===== src/rtl/lsu_align_ctrl.sv =====
// Load/store alignment stage: registers one request, drives word-aligned memory cycles
// with byte lanes, and returns an extended load result. Optional macro: LSU_MISALIGN_TRAP_EN.
module lsu_align_ctrl #(
  parameter int DM_ADDRESS = 9,
  parameter int DATA_W     = 32
) (
  input  logic                  clk,
  input  logic                  reset,
  input  logic                  req_valid,
  output logic                  req_ready,
  input  logic                  req_re,
  input  logic                  req_we,
  input  logic [DM_ADDRESS-1:0] req_addr,
  input  logic [DATA_W-1:0]     req_wdata,
  input  logic [2:0]            req_funct3,
  output logic [DM_ADDRESS-1:0] mem_addr,
  output logic                  mem_re,
  output logic                  mem_we,
  output logic [3:0]            mem_be,
  output logic [DATA_W-1:0]     mem_wdata,
  input  logic [DATA_W-1:0]     mem_rdata,
  output logic                  rsp_valid,
  output logic [DATA_W-1:0]     rsp_rdata,
  output logic                  rsp_err,
  output logic [2:0]            dbg_state
);

  typedef enum logic [2:0] {
    S_IDLE      = 3'd0,
    S_ACCESS_WR = 3'd1,
    S_ACCESS_RD = 3'd2,
    S_CAPTURE   = 3'd3,
    S_ERR       = 3'd4,
    S_DONE      = 3'd5
  } state_t;

  state_t                state_q, state_d;
  logic [DM_ADDRESS-1:0] addr_q;
  logic [DATA_W-1:0]     wdata_q;
  logic [2:0]            funct3_q;
  logic                  err_q;
  logic [DATA_W-1:0]     rdata_q;

  logic                  load_ok, store_ok, misalign, go_err, accept;
  logic [1:0]            o, o_ld;
  logic [3:0]            be_st;
  logic [DATA_W-1:0]     wd_st, sh, ld_ext;

  // Handshake: a request transfers on a rising edge where req_valid && req_ready;
  // req_ready is high only in IDLE and req_* are ignored at every other time.
  assign accept = (state_q == S_IDLE) && req_valid;

  always_comb begin
    load_ok  = req_re && !req_we &&
               (req_funct3 inside {3'b000, 3'b001, 3'b010, 3'b100, 3'b101});
    store_ok = req_we && !req_re && (req_funct3 inside {3'b000, 3'b001, 3'b010});
`ifdef LSU_MISALIGN_TRAP_EN
    misalign = ((req_funct3[1:0] == 2'b01) && req_addr[0]) ||
               ((req_funct3[1:0] == 2'b10) && (req_addr[1:0] != 2'b00));
`else
    misalign = 1'b0;
`endif
    go_err = misalign || !(load_ok || store_ok);
  end

  always_comb begin
    state_d = state_q;
    case (state_q)
      S_IDLE: begin
        if (req_valid) begin
          if (go_err)       state_d = S_ERR;
          else if (load_ok) state_d = S_ACCESS_RD;
          else              state_d = S_ACCESS_WR;
        end
      end
      S_ACCESS_WR: state_d = S_DONE;
      S_ACCESS_RD: state_d = S_CAPTURE;
      S_CAPTURE:   state_d = S_DONE;
      S_ERR:       state_d = S_DONE;
      S_DONE:      state_d = S_IDLE;
      default:     state_d = S_IDLE;
    endcase
  end

  // Lane placement and extraction work from the latched request only.
  always_comb begin
    o     = addr_q[1:0];
    be_st = 4'b1111;
    wd_st = wdata_q;
    o_ld  = 2'b00;
    case (funct3_q[1:0])
      2'b00: begin
        be_st = 4'b0001 << o;
        wd_st = {4{wdata_q[7:0]}};
        o_ld  = o;
      end
      2'b01: begin
        be_st = 4'b0011 << {o[1], 1'b0};
        wd_st = {2{wdata_q[15:0]}};
        o_ld  = {o[1], 1'b0};
      end
      default: ;
    endcase
    sh = mem_rdata >> {o_ld, 3'b000};
    case (funct3_q)
      3'b000:  ld_ext = {{(DATA_W-8){sh[7]}}, sh[7:0]};
      3'b001:  ld_ext = {{(DATA_W-16){sh[15]}}, sh[15:0]};
      3'b100:  ld_ext = {{(DATA_W-8){1'b0}}, sh[7:0]};
      3'b101:  ld_ext = {{(DATA_W-16){1'b0}}, sh[15:0]};
      default: ld_ext = mem_rdata;
    endcase
  end

  always_ff @(posedge clk or posedge reset) begin
    if (reset) begin
      state_q  <= S_IDLE;
      addr_q   <= '0;
      wdata_q  <= '0;
      funct3_q <= '0;
      err_q    <= 1'b0;
      rdata_q  <= '0;
    end else begin
      state_q <= state_d;
      if (accept) begin
        addr_q   <= req_addr;
        wdata_q  <= req_wdata;
        funct3_q <= req_funct3;
        err_q    <= go_err;
        rdata_q  <= '0;
      end
      if (state_q == S_CAPTURE) rdata_q <= ld_ext;
    end
  end

  assign req_ready = (state_q == S_IDLE);
  assign mem_we    = (state_q == S_ACCESS_WR);
  assign mem_re    = (state_q == S_ACCESS_RD);
  assign mem_be    = mem_we ? be_st : 4'b0000;
  assign mem_wdata = mem_we ? wd_st : '0;
  assign mem_addr  = (mem_we || mem_re) ? {addr_q[DM_ADDRESS-1:2], 2'b00} : '0;
  assign rsp_valid = (state_q == S_DONE);
  assign rsp_err   = rsp_valid && err_q;
  assign rsp_rdata = rdata_q;
  assign dbg_state = state_q;

endmodule


===== config.mk =====
export PLATFORM = sky130hd
export DESIGN_NAME = lsu_align_ctrl
export DESIGN_NICKNAME = d
export VERILOG_FILES = /design/src/rtl/lsu_align_ctrl.sv
export SDC_FILE = /design/constraint.sdc
export NUM_CORES = 1
export LEC_CHECK = 0
export CORE_ASPECT_RATIO = 0.7
export CORE_MARGIN = 2
export CORE_UTILIZATION = 45
export CTS_BUF_LIST = sky130_fd_sc_hd__clkbuf_16
export CTS_CLUSTER_DIAMETER = 40
export DETAILED_ROUTE_END_ITERATION = 8
export PLACE_DENSITY = 0.79
export RECOVER_POWER = 25
export SLEW_MARGIN = 20
export SYNTH_ARGS = -nofsm -noshare
export SYNTH_HDL_FRONTEND = slang
export SYNTH_SLANG_ARGS = --single-unit

===== constraint.sdc =====
create_clock -name clk -period 3.4 [get_ports clk]
set_clock_uncertainty 0.2 [all_clocks]
set_input_delay 0.34 -clock clk [delete_from_list [all_inputs] [get_ports clk]]
set_output_delay 0.34 -clock clk [all_outputs]
set_load 0.1 [all_outputs]

# Word level (Yosys, flattened, before mapping)
# Index checks and enable logic that the tools add are counted.
# word_totals
regBits,80
input_bits,81
out_inout_bits,85
wordCells,55
# op_classes
n_eq_ne,14
shifts,3
muxes,13
n_reduce_logical,19
# op_table
cell,n
32-bit one-hot mux with 4 select lines,1
32-bit 2-to-1 mux,3
32-bit one-hot mux with 2 select lines,1
32-bit by 5-bit >> shifter with 16-bit output,1
"3-bit equality test, second input constant",6
"3-bit by 1-bit equality test with 1-bit output, second input constant",3
"3-bit by 2-bit equality test with 1-bit output, second input constant",3
3-bit logical NOT,3
9-bit 2-to-1 mux,1
3-bit one-hot mux with 3 select lines,1
4-bit one-hot mux with 2 select lines,1
1-bit logical AND,6
3-bit 2-to-1 mux,2
5-bit nonzero test,1
4-bit 2-to-1 mux,1
2-bit one-hot mux with 2 select lines,1
"1-bit by 2-bit << shifter with 4-bit output, first input constant",1
"2-bit by 2-bit << shifter with 4-bit output, first input constant",1
1-bit logical NOT,3
3-bit nonzero test,1
3-bit OR reduction,1
"2-bit by 1-bit equality test with 1-bit output, second input constant",1
2-bit logical NOT,1
1-bit logical OR,2
3 further kinds,3

# Longest topological paths before layout
# Gate-level depths: netlist of run 1.
# depth
word_depth,7
depth_mapped,7
depth_no_buf,4

# Least setup slack after synthesis of run 1
# Ideal clock, no wire load.
# synth_path
path_type,flip-flop to output port
from,"register state_q[1], in the netlist dbg_state[1]"
to,output mem_addr[2]
arrival_time_ns,5.470
setup_slack_ns,-2.610
path_stages_with_launch,5
cell_sequence,dfrtp_1 -> buf_2 -> nor3b_1 -> nor2_1 -> nor2b_1
# synth_between
elab_chain_len,3
elab_cells_between_ends,4
cone_classes,eq/ne: 2; mux: 1; reduce/logical: 1
# synth_lines
item,line,text
"start, declared",37,"state_t state_q, state_d;"
"start signal, assigned",123,state_q <= state_d;
3-bit by 2-bit equality test with 1-bit output,137,assign mem_re = (state_q == S_ACCESS_RD);
via mem_re,17,"output logic mem_re,"
1-bit logical OR,140,"assign mem_addr = (mem_we || mem_re) ? {addr_q[DM_ADDRESS-1:2], 2'b00} : '0;"
9-bit 2-to-1 mux,140,
"end, declared",16,"output logic [DM_ADDRESS-1:0] mem_addr,"
# The timed path passes the listed nets, and every way through them passes these cells.

# Worst setup path in the final report of run 1
# layout_path
from,"register state_q[0], in the netlist dbg_state[0]"
to,output mem_be[1]
# layout_between
elab_chain_len,2
# layout_lines
item,line,text
3-bit by 1-bit equality test with 1-bit output,136,assign mem_we = (state_q == S_ACCESS_WR);
4-bit 2-to-1 mux,138,assign mem_be = mem_we ? be_st : 4'b0000;
"end, declared",19,"output logic [3:0] mem_be,"
# Every way passes these cells.

==> run summary, run 1 <==
The weighted congestion reported at the end of routability-driven placement is 0.9358. The number of placement rows is 30. The total overflow reported by the global router came out at 0. The top-level port count is 166. The count of buffers from port buffering is 163. Of the post-synthesis cell area, the dominant cell type holds 0.4503. The post-detailed-route DRC marker count is 0.

Clock tree synthesis selected as its root buffer the cell sky130_fd_sc_hd__clkbuf_16. The number of DRC violations after detailed-routing iteration 0 came out at 302. The run finished, with violations left. STA classifies the critical path endpoint as an output pin.

The buffer and inverter count on the worst path came out at 2. The count of buffers added by post-CTS timing repair for setup came out at 0. Of the available clock period, the critical path in the final layout requires 0.8918.

The ratio of cells with drive above 1 in the final layout is 0.2645. The cts-stage hold buffer count is 0. For met2 alone, demand over resource in global routing was 0.3953.

The die covers 0.01070 mm². Yosys mapped the design onto 49 distinct sky130hd cell types. The worst path setup slack after routing came out at 0.3678 ns.

The post-detailed-route via-to-cell ratio came out at 5.735. The combined global-route utilization of all metal layers is 0.2697. The area growth from synthesis to final layout is 52.15%. The transition at the pin with the smallest max-transition slack is 1.834 ns. Once detailed placement completed, the half-perimeter wirelength came to 10.64 mm. Summed over all instances, the cell type with the most area after synthesis is sky130_fd_sc_hd__dfrtp_1. The clock tree from TritonCTS is yes.

The post-cts gate resize count came out at 0. The class of the most critical setup path is reg -> out. Walking the worst path, the cells encountered are or3b_2 -> inv_1 -> o21ai_0 -> nor2_4 -> buf_12. The effective utilization at floorplan is 0.4608. Timing analysis after detailed placement gives a worst setup slack of 0.7504 ns. The depth of the worst register-to-register path is 4.

The clock latency of the later-clocked register in the worst-skew pair is 0.33 ns. The count of final hold-check violations is 0. The floorplan core area came out at 0.009647 mm². By area the synthesized netlist is led by sky130_fd_sc_hd__dfrtp_1 45%, sky130_fd_sc_hd__mux2_2 10%, sky130_fd_sc_hd__o21ai_0 6.0%.

Yosys printed 0 warnings. The number of placed instances, taps included, is 732. The number of cells traversed by the worst hold path came out at 2.

The initial antenna violation count came out at 1. Synthesis handed over a netlist of 465 instances. The pin count of the biggest net entering global routing came out at 42. The number of enable-type register cells in the synthesized netlist is 0.

The fraction of synthesis flops using an asynchronous set or reset pin is 1.000. The path class of the tightest hold or removal check is reg -> reg. A synthesized cell averages 9.560 µm². The number of fillers in the final layout came out at 715. The clock sink count came out at 80.

The floorplan step set the die height to 87.16 µm. The count of final setup violators came out at 0. For met3 alone, demand over resource in global routing was 0.06217. The number of global-route vias before repair came to 4148. The remaining antenna violation count is 0. The first global-routing pass estimated 22.01 mm of wire. The fmax came out at 329.8 MHz.

The average wire per standard cell is 19.15 µm. The wire length after detailed routing is 14.32 mm. The library cell used most frequently in the layout, excluding fill and tap cells, is sky130_fd_sc_hd__clkdlybuf4s50_1. In this run the deepest clock path goes through 2 buffers. The global routing stage identified its most utilized layer as met2. The H-tree generated during clock tree synthesis spans 3 levels. The kind of cell with the highest combined delay on the critical path is simple AND/OR/NAND/NOR gates. On the critical path, the stage with the largest delay is an instance of sky130_fd_sc_hd__dfrtp_1. The biggest cell delay along the critical path came out at 0.62 ns. The count of pins over their slew limit is 40. The relative slew slack came out at -0.2291. The final-stage net count came out at 696. The critical path crosses 5 cells after its start point.

The most used flip-flop cell after synthesis is sky130_fd_sc_hd__dfrtp_1. In this run the worst path has a maximum fanout of 12. The share of the Yosys chip area taken by registers is 0.4503.

The data arrival time of the worst path is 2.49 ns. In the layout the commonest cells are 110 x sky130_fd_sc_hd__clkdlybuf4s50_1, 78 x sky130_fd_sc_hd__dfrtp_1, 70 x sky130_fd_sc_hd__nand2_1. The floorplan step set the die width to 122.8 µm. STA classifies the critical path startpoint as a flip-flop. The post-synthesis cell area came out at 0.004446 mm². The first-pass iteration count of the detailed router is 5.

The clock transition at the register clock pins on the worst setup and hold paths after CTS is 0.06 ns. The number of diodes is 0. The synthesized design contains 80 register bits. The checks that failed: max-capacitance violations, max-slew violations. The required time at the endpoint of the critical path came out at 2.86 ns. The via count of the routed design is 4290. The number of standard cells in the final layout excluding fillers is 748. The final critical-path required period came out at 3.032 ns. In this run, CTS created clock tree buffers numbering 9. The max capacitance violation total is 1. For this run, global-route usage on met1 was measured as 0.3903.

Setup repair after global routing left no endpoint under its margin.
[metal layers]
metal | part of all wire | vias up | routed length, µm
li1 | - | 1953 | -
met1 | 0.44 | 2091 | 6307
met2 | 0.45 | 210 | 6480
met3 | 0.081 | 36 | 1159
met4 | 0.026 | 0 | 375
met5 | 0 | - | 0
[kinds of logic after synthesis]
| kind of cell | after synthesis | share of synthesized area |
|---|---|---|
| and+or+nand+nor | 163 | 0.1829 |
| AOI/OAI and AO/OA | 121 | 0.1770 |
| DFF | 80 | 0.4503 |
| muxes | 58 | 0.1421 |
| buffers and inverters | 42 | 0.04672 |
| other | 1 | 0.0008435 |
[worst paths after layout]
kind | start | end | slack [ns]
worst max-delay path | dbg_state[0]$_DFFE_PP0P_ | mem_be[1] | 0.37
worst min-delay path | rsp_rdata[19]$_DFFE_PP0P_ | rsp_rdata[19]$_DFFE_PP0P_ | 0.29
worst max register to register | funct3_q[1]$_DFFE_PP0P_ | rsp_rdata[2]$_DFFE_PP0P_ | 0.76
worst min register to register | rsp_rdata[19]$_DFFE_PP0P_ | rsp_rdata[19]$_DFFE_PP0P_ | 0.29
max in group asynchronous | reset | dbg_state[1]$_DFFE_PP0P_ | 1.37
min in group asynchronous | reset | addr_q[3]$_DFFE_PP0P_ | 0.72
[tightest hold or removal path, delay by kind of cell, from the launching register on]
family             cells  cell delay (ns)
AOI/OAI and AO/OA      1             0.05
DFF                    1             0.35
and+or+nand+nor        1             0.06
[flip-flops by register name, summed over array words and instances (netlist names)]
| register | flops |
|---|---|
| addr_q | 9 |
| rsp_rdata | 32 |
| err_q | 1 |
| funct3_q | 3 |
| wdata_q | 32 |
| dbg_state | 3 |
[cell usage after synthesis (2+ instances only)]
| cell type | n |
|---|---|
| sky130_fd_sc_hd__o31ai_1 | 6 |
| sky130_fd_sc_hd__and3b_1 | 4 |
| sky130_fd_sc_hd__mux2i_1 | 17 |
| sky130_fd_sc_hd__a21oi_1 | 17 |
| sky130_fd_sc_hd__nand2_1 | 70 |
| sky130_fd_sc_hd__o21ai_1 | 5 |
| sky130_fd_sc_hd__nor4bb_1 | 7 |
| sky130_fd_sc_hd__buf_2 | 15 |
| sky130_fd_sc_hd__o21ai_0 | 53 |
| sky130_fd_sc_hd__mux2_2 | 41 |
| sky130_fd_sc_hd__buf_4 | 2 |
| sky130_fd_sc_hd__o22ai_1 | 6 |
| sky130_fd_sc_hd__nor2_1 | 33 |
| sky130_fd_sc_hd__o41ai_1 | 2 |
| sky130_fd_sc_hd__nand2b_1 | 2 |
| sky130_fd_sc_hd__a211oi_1 | 7 |
| sky130_fd_sc_hd__and3_1 | 7 |
| sky130_fd_sc_hd__nor2b_1 | 9 |
| sky130_fd_sc_hd__dfrtp_1 | 80 |
| sky130_fd_sc_hd__nand3_1 | 4 |
| sky130_fd_sc_hd__clkbuf_1 | 15 |
| sky130_fd_sc_hd__o32a_1 | 7 |
| sky130_fd_sc_hd__inv_1 | 6 |
| sky130_fd_sc_hd__nor3_1 | 8 |
| sky130_fd_sc_hd__o21ai_2 | 10 |
| sky130_fd_sc_hd__and2_1 | 9 |
[metrics by stage]
stage | TNS (ns) | hold slack [ns] | util | cell area (µm²)
2_1_floorplan | -3.086 | 0.2568 | - | 4567
3_3_place_gp | 0 | 0.2663 | 0.6722 | 6485
3_5_place_dp | 0 | 0.2749 | 0.6722 | 6485
4_1_cts | 0 | 0.2445 | 0.7013 | 6765
5_1_grt | 0 | 0.3055 | 0.7012 | 6764
6_report | 0 | 0.2868 | 0.7012 | 6764
[final cells by class]
class	count	area, µm²	area share
Clock buffer	9	225.2	0.03330
Clock inverter	7	55.05	0.008139
Inverter	7	27.53	0.004070
Multi-Input combinational cell	344	2362	0.3492
Sequential cell	80	2004	0.2963
Tap cell	128	160.2	0.02368
Timing Repair Buffer	173	1929	0.2852
Power of run 1 is not shown: default switching activity piles up to over one toggle a cycle in this logic, so the estimate is an artifact.
==> run 2, diff against run 1 <==
--- a/config.mk
+++ b/config.mk
@@ -6,12 +6,11 @@
 export NUM_CORES = 1
 export LEC_CHECK = 0
 export CORE_ASPECT_RATIO = 0.7
-export CORE_MARGIN = 2
 export CORE_UTILIZATION = 45
 export CTS_BUF_LIST = sky130_fd_sc_hd__clkbuf_16
 export CTS_CLUSTER_DIAMETER = 40
 export DETAILED_ROUTE_END_ITERATION = 8
-export PLACE_DENSITY = 0.79
+export PLACE_DENSITY = 0.91
 export RECOVER_POWER = 25
 export SLEW_MARGIN = 20
 export SYNTH_ARGS = -nofsm -noshare
==> run summary, run 2 (same netlist as run 1, synthesis figures left out) <==
The buffer and inverter count on the worst path came out at 2. The core region is 0.009325 mm². The first-pass iteration count of the detailed router is 5. The via count of the routed design came out at 4307.

In the finished design, the share of the clock period the worst path needs comes to 0.8790. In the final design database the tool counted 697 nets. The number of global-route vias before repair was 4211.

Among all stages on the critical path, the largest delay is contributed by sky130_fd_sc_hd__dfrtp_1. The weighted congestion reported at the end of routability-driven placement is 0.8746. The area of combinational cells with multiple inputs came out at 0.002347 mm². Gates resized during post-CTS repair numbered 0.

STA classifies the critical path startpoint as a flip-flop. For this run, global-route usage on met1 was measured as 0.4021. The post-placement cell count is 729. The final reports fail on max-capacitance violations, max-slew violations.

For this run, global-route usage on met3 was measured as 0.07325. Setup repair after global routing left no endpoint under its margin. The clock latency of the later-clocked register in the worst-skew pair came out at 0.33 ns. The clock sink count came out at 80. The H-tree generated during clock tree synthesis spans 3 levels. The buffer levels on the longest clock path came out at 2. From synthesis to final layout, the design area changed by 50.80%. On the critical path the largest part of the delay comes from simple AND/OR/NAND/NOR gates. The initial antenna violation count came out at 0. The flow ran to the end, but the final reports show violations. In this run the worst path has a maximum fanout of 12. Leaving out fill and tap cells, the most frequent cell in the layout is sky130_fd_sc_hd__clkdlybuf4s50_1. The class of the most critical setup path is reg -> out.

The number of fillers in the final layout is 643. The floorplan step defined a die boundary enclosing 0.01029 mm². The library cells used most frequently in the layout, excluding fill and tap cells, are 110 x sky130_fd_sc_hd__clkdlybuf4s50_1, 78 x sky130_fd_sc_hd__dfrtp_1, 70 x sky130_fd_sc_hd__nand2_1. The count of final hold-check violations is 0. The number of standard cells in the final layout excluding fillers is 744. The data arrival time of the worst path is 2.45 ns.

The worst hold margin came out at 0.2776 ns. The ratio of cells with drive above 1 in the final layout came out at 0.2565. The worst setup path is captured at an output pin. The tree is rooted in a sky130_fd_sc_hd__clkbuf_16. The number of diodes came out at 0.

The chip width is 120.8 µm. The relative slew slack is -0.2562. Dividing the detail-routed wire length by the instance count gives 19.16 µm.

The post-detailed-route DRC marker count came out at 0. For the worst setup path, the data required time is 2.86 ns. Setup violations remaining at the end of the flow were counted as 0. The clock transition at the register clock pins on the worst setup and hold paths after CTS came out at 0.06 ns. For this run, the top clock speed supported by timing is 334.6 MHz. The wire length after detailed routing is 14.25 mm.

The layer flagged by global routing as most heavily used is met2. The worst hold path passes through 2 cells. The worst register-to-register path has a depth of 4.

The instance count on the critical path is 5. The total CTS buffers is 9. The count of buffers from port buffering came out at 163. The path class of the tightest hold or removal check is reg -> reg. The global routing met2 resource utilization came out at 0.4190. Max-cap violations in this run came to 1. The cts-stage hold buffer count came out at 0. The biggest cell delay along the critical path is 0.58 ns. Entering global routing, the biggest net connects 44 pins.

The HPWL after detailed placement is 10.74 mm. Walking the worst path, the cells encountered are or3b_2 -> inv_1 -> o21ai_0 -> nor2_4 -> buf_12. 166 I/O pins were placed.

The area used by sequential logic in the layout came out at 0.002004 mm². The final critical-path required period came out at 2.989 ns. The first global-routing pass estimated 22.19 mm of wire.

The post-detailed-route via-to-cell ratio came out at 5.789. The detailed router finished its first iteration with 409 violations. The count of pins over their slew limit is 44. The count of buffers added by post-CTS timing repair for setup is 0. The number of placement rows is 29. Once detail routing completed, the nets flagged for antenna violations numbered 0. The die outline height is 85.16 µm. The transition at the pin with the smallest max-transition slack is 1.874 ns. The combined global-route utilization of all metal layers came out at 0.2831.

TritonCTS built the clock tree. The total overflow left after global routing is 0. For this configuration, the core starts out at a cell density of 0.4767.
run 2: cell types whose count changed in the layout (fill, tap and decap cells not counted), sizes merged:
| cell | delta |
|---|---|
| buf | -2 |
| clkinvlp | -3 |
| clkbuf | +3 |
| clkinv | +2 |
run 2: tightest hold or removal path: cells and delay by family (launching register included):
family | cells | cell delay, ns
AO/OA/AOI/OAI | 1 | 0.06
flip-flops | 1 | 0.34
AND/OR/NAND/NOR | 1 | 0.04
run 2: metal layers:
layer | vias up | wire length, µm
met4 | 0 | 280
met2 | 219 | 6435
met3 | 31 | 1184
met5 | - | 0
met1 | 2100 | 6354
li1 | 1957 | -
run 2: path summary, 6_finish.rpt:
kind / start / end / slack (ns)
max: dbg_state[0]$_DFFE_PP0P_ / mem_be[1] / 0.41
max in group asynchronous: reset / rsp_rdata[2]$_DFFE_PP0P_ / 1.04
min: rsp_rdata[31]$_DFFE_PP0P_ / rsp_rdata[31]$_DFFE_PP0P_ / 0.28
max reg2reg: funct3_q[1]$_DFFE_PP0P_ / rsp_rdata[28]$_DFFE_PP0P_ / 0.83
min reg2reg: rsp_rdata[31]$_DFFE_PP0P_ / rsp_rdata[31]$_DFFE_PP0P_ / 0.28
min in group asynchronous: reset / addr_q[3]$_DFFE_PP0P_ / 0.74
run 2: layout make-up:
class | count | area share
well taps | 124 | 0.02314
flip-flops and latches | 80 | 0.2990
multi-input cells | 344 | 0.3501
clock buffers | 9 | 0.03359
inverters | 7 | 0.004106
clock inverters | 6 | 0.004293
repair buffers | 174 | 0.2857
run 2: through the flow:
stage	TNS (ns)	utilization	instance area, µm²	worst slack, ns
6_report	0	0.7189	6704	0.4113
3_3_place_gp	0	0.6944	6475	0.8455
4_1_cts	0	0.7216	6729	0.4908
5_1_grt	0	0.7189	6704	0.2540
3_5_place_dp	0	0.6944	6475	0.7352
2_1_floorplan	-3.086	-	4567	-0.3298
Power of run 2 is left out for the same reason.
==> RTL edit 1: new RTL, settings of run 2 <==
Reset style: synchronous (`reset`), changed in one clocked block.
--- a/src/rtl/lsu_align_ctrl.sv
+++ b/src/rtl/lsu_align_ctrl.sv
@@ -111,7 +111,7 @@
     endcase
   end
 
-  always_ff @(posedge clk or posedge reset) begin
+  always_ff @(posedge clk) begin
     if (reset) begin
       state_q  <= S_IDLE;
       addr_q   <= '0;
Check against the original RTL: differs if reset is asserted again (counterexample within 4 cycles, from zero or initial values and one cycle with reset high); with reset held inactive, the same outputs for 10 cycles.
==> RTL edit 1 against run 2 <==
Synthesized area decreased by 9.3%. Cell area decreased by 8.8%. Cell count increased by 11%. Global-route usage increased by 1.3 points. Utilization decreased by 0.67 points. Setup slack improved by 0.16 ns. Critical path type is now reg -> reg. Sequential cell count unchanged. Count of clock-buffer cells in the layout unchanged. Die area decreased by 9.1%. Routed wire length decreased by 4.9%.
==> RTL edit 1: results (changes against run 2) <==
Post-CTS Setup Inserts 0 (unchanged); net count of the finished layout 781 (was 697); Total Wirelength 13.6 mm (was 14.3 mm); highest clock rate 0.353 GHz (was 0.335 GHz); Wirelength per Cell 16.5 um (was 19.2 um); CTS root buf clkbuf_16 (unchanged); routed wl met2 6.27 mm (was 6.44 mm); reg2reg start dbg_state[0] (was funct3_q[1]); slowest stage cell, crit path clkbuf_1 (was dfrtp_1); seq pwr 1.05 mW; Avg Synthesized Cell Area 7.20 um2 (was 9.56 um2); number of distinct library cells after synthesis 39 (was 49); synth top area cells dfxtp_1, nand2_1, a21oi_1, mux2i_1, nor2_1 (was dfrtp_1, mux2_2, o21ai_0, nand2_1, mux2i_1); prevailing post-synth register cell dfxtp_1 (was dfrtp_1); PortBufs 163 (unchanged); reg2reg setup slack 0.57 ns (was 0.83 ns); worst hold path endpoint funct3_q[2] (was rsp_rdata[31]); largest net degree at the start of global routing 38 (was 44); Worst Hold Slack 0.188 ns (was 0.278 ns); crit-path max cell delay 1.11 ns (was 0.58 ns); 1st-iter DRT viols 368 (was 409); layout cell share with drive strength beyond 1 16.8% (was 25.6%); Placed Area 5880 um2 (was 6470 um2); asr flop ratio synth 0% (was 100%); routed vias 4448 (was 4307); GRT Util Overall 29.6% (was 28.3%); CP top delay family buffers and inverters (was simple AND/OR/NAND/NOR gates); Max Used Layer met4 (unchanged); Synth top cells by count nand2_1, dfxtp_1, a21oi_1 (was dfrtp_1, nand2_1, o21ai_0); R2R cell count 5 (was 4); vias in the first global route 4100 (was 4211); Placed Instances 809 (was 729); Hold Path Origin reset (was rsp_rdata[31]); slew margin rel. 3.13% (was -25.6%); WL met1 6.06 mm (was 6.35 mm); worst hold path type in -> reg (was reg -> reg); CP Data Arrival Time 2.89 ns (was 2.45 ns); Seq/Total Area, Yosys 39.7% (was 45.0%); initial antenna violation count 0 (unchanged); crit path max fanout 33 (was 12); status finished clean (was finished with violations); placer congestion estimate 0.992 (was 0.875); first-pass GRT wire length 21.2 mm (was 22.2 mm); DP Wirelength 10.2 mm (was 10.7 mm); met3 routed WL 923 um (was 1.18 mm); Setup WS pre-CTS 0.676 ns (was 0.735 ns); worst setup path end funct3_q[1] (was mem_be[1]); Comb. pwr 734 uW
==> RTL edit 1: cell families (layout without fill, tap and decap cells) <==
group                     Yosys count  after routing  synth area share (%)
AOI/OAI and AO/OA                 137            137                  20.2
buffers and inverters              50            192                  5.49
xor gates and xnor gates            1              1                 0.217
and+or+nand+nor                   265            265                  27.6
DFF                                80             80                  39.7
muxes                              26             26                  6.70
other                               1              2                0.0930
==> RTL edit 1: layout make-up <==
type                    count  area [um2]
fillers                   662        2470
well taps                 120         150
clock buffers               9         225
flip-flops and latches     80        1600
repair buffers            172        1780
multi-input cells         431        2280
inverters                   6        22.5
clock inverters             5        50.0
==> RTL edit 1: layer usage <==
metal | GRT usage [%] | vias up
met5 | 0 | -
met2 | 47.5 | 184
met3 | 6.79 | 30
met1 | 39.4 | 2082
li1 | - | 2152
met4 | 9.74 | 0
==> RTL edit 2: new RTL, flow settings as in run 2 <==
Made on the original files. Set the parameter `DM_ADDRESS` to 8 (it was 9).
--- a/src/rtl/lsu_align_ctrl.sv
+++ b/src/rtl/lsu_align_ctrl.sv
@@ -1,7 +1,7 @@
 // Load/store alignment stage: registers one request, drives word-aligned memory cycles
 // with byte lanes, and returns an extended load result. Optional macro: LSU_MISALIGN_TRAP_EN.
 module lsu_align_ctrl #(
-  parameter int DM_ADDRESS = 9,
+  parameter int DM_ADDRESS = 8,
   parameter int DATA_W     = 32
 ) (
   input  logic                  clk,
Interface: changed (resized mem_addr and req_addr); port bits go from 166 to 164. No check against the original RTL was run, so the function may have changed too.
==> RTL edit 2 against run 2 <==
The flow still finishes with violations (capacitance limit, slew limit). Routed wire length down 0.60%. Synthesized area down 1.5%. Count of clock-buffer cells in the layout unchanged. Sequential cell count down 1. Setup slack better by 0.019 ns. Cell area up 3.4%. Sequential share of layout area down 1.3 points. Critical endpoint is now mem_wdata[8].
Power is left out: the tool's default activity adds up to more than one toggle a clock period on the data nets, which glitch-free logic cannot reach.
==> RTL edit 2: results (changes against run 2) <==
largest net degree at the start of global routing 50 (was 44); DP Wirelength 10.6 mm (was 10.7 mm); crit-path max cell delay 0.61 ns (was 0.58 ns); Hold Path Origin rsp_rdata[18] (was rsp_rdata[31]); synth top area cells dfrtp_1, mux2_2, o21ai_0, nand2_1, mux2i_1 (unchanged); post-DR vias/cell 5.79 (about the same); crit path max fanout 16 (was 12); slowest stage cell, crit path nor2_1 (was dfrtp_1); Placed Instances 725 (was 729); worst hold path endpoint rsp_rdata[18] (was rsp_rdata[31]); GRT Util Overall 29.7% (was 28.3%); PortBufs 161 (was 163); layout cell share with drive strength beyond 1 27.1% (was 25.6%); Max Cap Viol 1 (unchanged); net count of the finished layout 692 (was 697); placer congestion estimate 0.975 (was 0.875); CP Data Arrival Time 2.43 ns (was 2.45 ns); status finished with violations (unchanged); fin. max-slew vios 50 (was 44); Seq/Total Area, Yosys 45.1% (was 45.0%); reg2reg start funct3_q[0] (was funct3_q[1]); failing checks capacitance limit, slew limit (unchanged); reg2reg end rsp_rdata[26] (was rsp_rdata[28]); Worst Hold Slack 0.277 ns (was 0.278 ns); 1st-iter DRT viols 374 (was 409); number of distinct library cells after synthesis 46 (was 49); Total Wirelength 14.2 mm (was 14.3 mm); vias in the first global route 4408 (was 4211); slew margin rel. -41.0% (was -25.6%); first-pass GRT wire length 23.2 mm (was 22.2 mm)
RTL edit 2: area by class of cell:
type	count	area share [%]
Inverter	7	0.397
Sequential cell	79	28.6
Clock buffer	9	3.25
Timing Repair Buffer	173	30.5
Clock inverter	6	1.14
Tap cell	124	2.24
Multi-Input combinational cell	342	34.0
RTL edit 2: kinds of logic after synthesis:
logic type / after synthesis / share of synthesized area [%]
and+or+nand+nor: 162 / 18.3
other: 1 / 0.0856
buffers and inverters: 42 / 4.57
DFF: 79 / 45.1
AOI/OAI and AO/OA: 121 / 17.7
muxes: 57 / 14.2
RTL edit 2: worst register-to-register path, stage by stage (launching register included):
cell	delay (ns)
dfrtp_1	0.57
nand2b_1	0.33
a2111oi_4	0.64
o32a_2	0.55
o21ai_0	0.19
RTL edit 2: per-stage QoR:
stage,area (um2),setup TNS [ns]
global route,6930,0
finish,6930,0
detailed placement,6630,0
CTS,6940,0
floorplan,4530,-0.877
global placement,6630,0
RTL edit 2: how the worst max path moves through the flow:
stage	startpoint	endpoint	slack, ns	cells past startpoint
floorplan	dbg_state[0]	dbg_state[0]	-0.16	3
global placement	funct3_q[0]	mem_wdata[10]	0.89	5
detailed placement	mem_rdata[15]	rsp_rdata[28]	0.74	5
CTS	funct3_q[0]	mem_wdata[8]	0.46	5
global route	reset	rsp_rdata[29]	0.18	3
finish	funct3_q[0]	mem_wdata[8]	0.43	5
RTL edit 2: routing by layer:
layer / up-vias / global-route usage, % / part of all wire [%]
li1: 1946 / - / -
met1: 2071 / 38.5 / 42
met2: 236 / 48.4 / 47
met3: 34 / 8.02 / 8.5
met4: 0 / 9.20 / 2.4
met5: - / 0 / 0
